File: src/rtl/multi_channel_clock_divider.sv
// Bank of independent integer clock dividers with glitch-free divisor updates.
// Optional phase realign on sync_start when CLKDIV_SYNC_START_EN is defined.
module multi_channel_clock_divider #(
  parameter int NUM_CHANNELS = 4,
  parameter int DIV_WIDTH    = 16,
  parameter int DEFAULT_DIV  = 4,
  localparam int CH_W = (NUM_CHANNELS > 1) ? $clog2(NUM_CHANNELS) : 1
) (
  input  logic                    clk_FPGA,
  input  logic                    reset,
  input  logic                    enable,
  input  logic                    wr_en,
  input  logic [CH_W-1:0]         wr_ch,
  input  logic [DIV_WIDTH-1:0]    wr_div,
  input  logic                    sync_start,
  output logic [NUM_CHANNELS-1:0] clock_signal,
  output logic [NUM_CHANNELS-1:0] period_tick,
  output logic [NUM_CHANNELS-1:0] update_pending
);

  localparam logic [DIV_WIDTH-1:0] ONE = DIV_WIDTH'(1);
  localparam logic [DIV_WIDTH-1:0] TWO = DIV_WIDTH'(2);
  localparam logic [DIV_WIDTH-1:0] DEF = DIV_WIDTH'(DEFAULT_DIV);

  // High phase length ceil(n/2), one bit wider so n = all-ones cannot overflow.
  function automatic logic [DIV_WIDTH:0] hi_thresh(input logic [DIV_WIDTH-1:0] n);
    logic [DIV_WIDTH:0] t;
    t = {1'b0, n} + {{DIV_WIDTH{1'b0}}, 1'b1};
    return t >> 1;
  endfunction

  logic wr_ok;
  logic sync;

  assign wr_ok = (32'(wr_ch) < NUM_CHANNELS);

`ifdef CLKDIV_SYNC_START_EN
  assign sync = sync_start;
`else
  logic unused_sync;
  assign unused_sync = sync_start;
  assign sync        = 1'b0;
`endif

  for (genvar i = 0; i < NUM_CHANNELS; i++) begin : g_ch
    logic [DIV_WIDTH-1:0] cnt_p0;
    logic [DIV_WIDTH-1:0] div_p0;
    logic [DIV_WIDTH-1:0] pdiv_p0;
    logic                 pend_p0;
    logic                 clk_p1;
    logic                 active;
    logic                 wrap;
    logic                 wr_hit;
    logic                 apply;

    assign active = (div_p0 >= TWO);
    assign wrap   = enable && active && (cnt_p0 == div_p0 - ONE);
    assign wr_hit = wr_en && wr_ok && (wr_ch == CH_W'(i));
    // A pending divisor lands only where no period is in flight.
    assign apply  = pend_p0 && (sync || !active || wrap);

    // Stage 0: divisor bookkeeping and period counter; stage 1: registered clock
    always_ff @(posedge clk_FPGA or negedge reset) begin
      if (!reset) begin
        cnt_p0  <= '0;
        div_p0  <= DEF;
        pend_p0 <= 1'b0;
        clk_p1  <= 1'b0;
      end else begin
        if (apply)
          div_p0 <= pdiv_p0;
        if (wr_hit)
          pend_p0 <= 1'b1;
        else if (apply)
          pend_p0 <= 1'b0;
        if (sync || !active) begin
          cnt_p0 <= '0;
          clk_p1 <= 1'b0;
        end else if (enable) begin
          cnt_p0 <= wrap ? '0 : cnt_p0 + ONE;
          clk_p1 <= ({1'b0, cnt_p0} < hi_thresh(div_p0));
        end
      end
    end

    always_ff @(posedge clk_FPGA) begin
      if (wr_hit)
        pdiv_p0 <= wr_div;
    end

    assign clock_signal[i]   = clk_p1;
    assign period_tick[i]    = wrap;
    assign update_pending[i] = pend_p0;
  end

endmodule

File: config.mk
export PLATFORM = sky130hd
export DESIGN_NAME = multi_channel_clock_divider
export DESIGN_NICKNAME = d
export VERILOG_FILES = /design/src/rtl/multi_channel_clock_divider.sv
export SDC_FILE = /design/constraint.sdc
export NUM_CORES = 1
export LEC_CHECK = 0
export BUFFER_PORTS_ARGS = -buffer_cell sky130_fd_sc_hd__buf_2
export CAP_MARGIN = 20
export CORE_MARGIN = 10
export CORE_UTILIZATION = 28
export CTS_CLUSTER_DIAMETER = 60
export CTS_CLUSTER_SIZE = 24
export DETAILED_ROUTE_END_ITERATION = 6
export GPL_TIMING_DRIVEN = 0
export SYNTH_ARGS = -nofsm -noshare
export SYNTH_HDL_FRONTEND = slang
export SYNTH_SLANG_ARGS = --single-unit
File: constraint.sdc
create_clock -name clk_FPGA -period 3.5 [get_ports clk_FPGA]
set_clock_uncertainty 0.15 [all_clocks]
set_input_delay 0.175 -clock clk_FPGA [delete_from_list [all_inputs] [get_ports clk_FPGA]]
set_output_delay 0.175 -clock clk_FPGA [all_outputs]
set_load 0.05 [all_outputs]
==> metrics.md <==
| Metric | Value |
|---|---|
| CP Depth | `13` |
| Fraction of the yosys area taken by sequential cells | `40.85%` |
| Path depth of the worst reg2reg path | `13` |
| Synthesis warning total | `0` |
| Crit. End Element | `flip-flop` |
| Clock Tree Buf Depth | `2` |
| Shortest clock period the worst path allows after layout | `3.417 ns` |
| Clock sinks | `200` |
| Accumulated negative setup slack | `0 ns` |
| Share of layout cells above drive strength 1 | `19.18%` |
| Number of inserted filler cells in the final layout | `4647` |
| Vias in the first global route | `10100` |
| Maximum number of pins on one net before global-route repair | `90` |
| Hold slack | `0.07667 ns` |
| Reg2Reg Capture Point | `g_ch[2].div_p0[9]` |
| Total Power Consumption | `9988 µW` |
| Clock tree root driver cell | `clkbuf_16` |
| Category of the worst setup path launch point | `flip-flop` |
| Initial antenna violation count | `1` |
| Die span in x | `235.9 µm` |
| Transition time at the pin with the least slew margin | `0.8965 ns` |
| Most used cells in the layout excluding fill and tap cells | `dfrtp_1, nor2_1, xnor2_1, xor2_1, nand2_1` |
| Mapped Cells | `1341` |
| CP Cell Sequence | `inv_2, ha_4, or4b_4, buf_6, nor3_4, nor2_1, nor4_1, nand2_1, and4_1, buf_6, o21ai_4, clkbuf_16, mux2_1` |
| Leakage power figure | `0.006262 µW` |
| Vias | `10390` |
| Global-route wire length before repair | `55750 µm` |
| Prevailing post-synth register cell | `dfrtp_1` |
| Core box area | `46360 µm²` |
| Reg-to-reg slack, setup | `0.08 ns` |
| HPWL after detailed placement | `25620 µm` |
| Crit path DAT | `3.60 ns` |
| CTS H-tree depth | `4` |
| Launch point of the worst reg-to-reg path | `g_ch[2].div_p0[0]` |
| Effective utilization at floorplan | `28.14%` |
| Final Cycle Share | `97.63%` |
| Net Count, Synth | `1440` |
| Overall die height | `235.9 µm` |
| Crit path largest cell delay | `0.51 ns` |
| Area of the die | `55630 µm²` |
| Max-slew violation count | `0` |
| Routability-driven placement congestion ratio | `0.8627` |
| Result of the run | `finished clean` |
| Post-synth ARST share | `68.00%` |
| Layout overhead on the synthesized area | `18.86%` |
| Count of unresolved DRC violations after routing | `0` |
| Power Density | `644.0 nW/µm²` |
| Final layout net count | `1530` |
| Antenna fix cells | `0` |
| Most common library cell in the layout ignoring fill and taps | `dfrtp_1` |
| Critical-path top delay cell | `or4b_4` |
| Row count | `79` |
| Number of nets with antenna violations after routing | `0` |
| Per-cell routed wire length | `17.14 µm` |
| Critical Path RT | `3.68 ns` |
| IO Port Bufs | `33` |
| Top achievable clock speed | `292.7 MHz` |
| Total routed wirelength | `35150 µm` |
| Number of ports placed on the die boundary | `35` |
| Clock latency on the worst-skew pair | `0.45 ns` |
| Global-route usage over all layers | `12.23%` |
| Number of buffers added by the clock tree synthesis step | `17` |
| CTS tree | `built` |
| Total of max-cap violations | `0` |
| Via-per-instance ratio | `5.065` |
| Post-Syn Area per Cell | `9.730 µm²` |
| Post-CTS clock slew at the launch and capture registers of the worst setup and hold paths | `0.08 ns` |
| CP dominant cell by count | `buf_6` |
| Number of setup violations in the final report | `0` |
| Post-synthesis sequential element count | `200` |
| EDFF count, synth | `64` |
| Classification of the worst-slack hold path | `input port to async pin` |
| Fin. Hold Viols | `0` |
| Category of the critical setup timing path | `flip-flop to flip-flop` |
| DRC violation total after the first TritonRoute iteration | `740` |
| Largest driver fanout on the critical path | `6` |
| Total standard cell area after synthesis | `13050 µm²` |
| Worst Setup SP | `g_ch[2].div_p0[0]` |
| Worst vdd rail ir drop | `305.0 µV` |
| Initial DRT Pass Iterations | `5` |
| Count of buffering cells on the critical path with inverters included | `4` |
| Worst slew slack as a fraction of its limit | `40.23%` |
| Remaining Overflow, GRT | `0` |
| Largest delay share family, worst path | `simple AND/OR/NAND/NOR gates` |
| End point of the critical path | `g_ch[2].div_p0[9]` |
| Count of distinct cell types in the synthesized netlist | `80` |
cell usage after synthesis, types with 12 or more instances:
library cell | instances | area [µm²]
buf_2 | 12 | 60.06
o21ba_2 | 12 | 120.1
nor2b_1 | 14 | 87.58
a21o_1 | 14 | 105.1
nor4_1 | 26 | 162.7
a21oi_1 | 52 | 260.3
nand3b_1 | 12 | 90.09
clkbuf_1 | 62 | 232.7
mux2_2 | 23 | 259.0
nand2b_1 | 13 | 81.33
xor2_1 | 86 | 753.2
buf_4 | 13 | 97.59
or4_1 | 12 | 90.09
nor2_1 | 125 | 469.2
edfxtp_1 | 64 | 1922
ha_1 | 76 | 950.9
nor3_1 | 35 | 175.2
nand4_1 | 34 | 212.7
xnor2_1 | 89 | 779.5
inv_1 | 26 | 97.59
dfrtp_1 | 132 | 3303
nand2_1 | 86 | 322.8
nand3_1 | 67 | 335.3
or3_1 | 17 | 106.4
and3_1 | 30 | 187.7
o21ai_0 | 35 | 175.2
area by class of cell:
class	count	area, µm²	share of cell area (%)
Sequential cell	200	5341	34.44
Clock buffer	17	425.4	2.743
Clock inverter	15	177.7	1.146
Buffer	83	449.2	2.896
Tap cell	607	759.5	4.897
Timing Repair Buffer	86	709.4	4.574
Inverter	26	97.59	0.6293
Multi-Input combinational cell	1017	7548	48.67
worst min-delay path by stage:
stage / start / end / slack, ns / depth (start not counted)
2_1_floorplan: reset / g_ch[0].clk_p1 / -0.27 / 0
3_3_place_gp: g_ch[2].pdiv_p0[7] / g_ch[2].div_p0[7] / 0.29 / 1
3_5_place_dp: reset / g_ch[1].cnt_p0[8] / -0.00006 / 1
4_1_cts: wr_en / g_ch[0].pdiv_p0[0] / 0.08 / 2
5_1_grt: wr_en / g_ch[0].pdiv_p0[3] / 0.09 / 2
6_report: reset / g_ch[1].cnt_p0[8] / 0.08 / 2
sequential cells by signal, indices dropped and copies added (netlist names):
name / cells
g_ch.cnt_p0: 64
g_ch.div_p0: 64
g_ch.pdiv_p0: 64
g_ch.clk_p1: 4
g_ch.pend_p0: 4
repair_timing:
| action | CTS | global route |
|---|---|---|
| hold buffers | 20 | 0 |
| cloned | 0 | 1 |
| endpoints found under the setup margin | 117 | 84 |
| buffers inserted | 21 | 8 |
| endpoints found under the hold margin | 117 | 0 |
| pin swaps | 14 | 15 |
| gates resized for setup | 62 | 70 |
cell families (layout without fill, tap and decap cells):
group / after synthesis / count (layout) / share of synthesized area (%)
flops: 200 / 200 / 40.85
simple gates: 530 / 530 / 21.79
mux: 40 / 40 / 3.423
compound gates: 196 / 196 / 10.62
xor+xnor: 175 / 175 / 11.75
fa+ha+maj: 76 / 76 / 7.288
buf+inv: 124 / 227 / 4.286
power breakdown:
part	total (µW)	switching, µW	internal (µW)
registers	3340	512	2830
clock network	2050	1020	1030
logic	4590	2560	2040
per-layer routing:
| metal | GRT usage (%) | routed length (µm) | part of all wire [%] |
|---|---|---|---|
| met5 | 0 | 0 | 0 |
| met4 | 3.399 | 773 | 2.2 |
| met3 | 1.650 | 1375 | 3.9 |
| met2 | 19.75 | 16040 | 46 |
| met1 | 16.72 | 16960 | 48 |
metrics by stage:
step	area (µm²)	setup slack, ns	instances	util, %
floorplan	13050	0.1864	1341	-
global placement	13970	-0.5449	1981	30.14
detailed placement	14030	-0.6360	1984	30.27
CTS	15230	0.002666	2050	32.86
global route	15510	-0.01574	2051	33.45
finish	15510	0.08312	2051	33.45
Power figures use the tool's default switching activity.
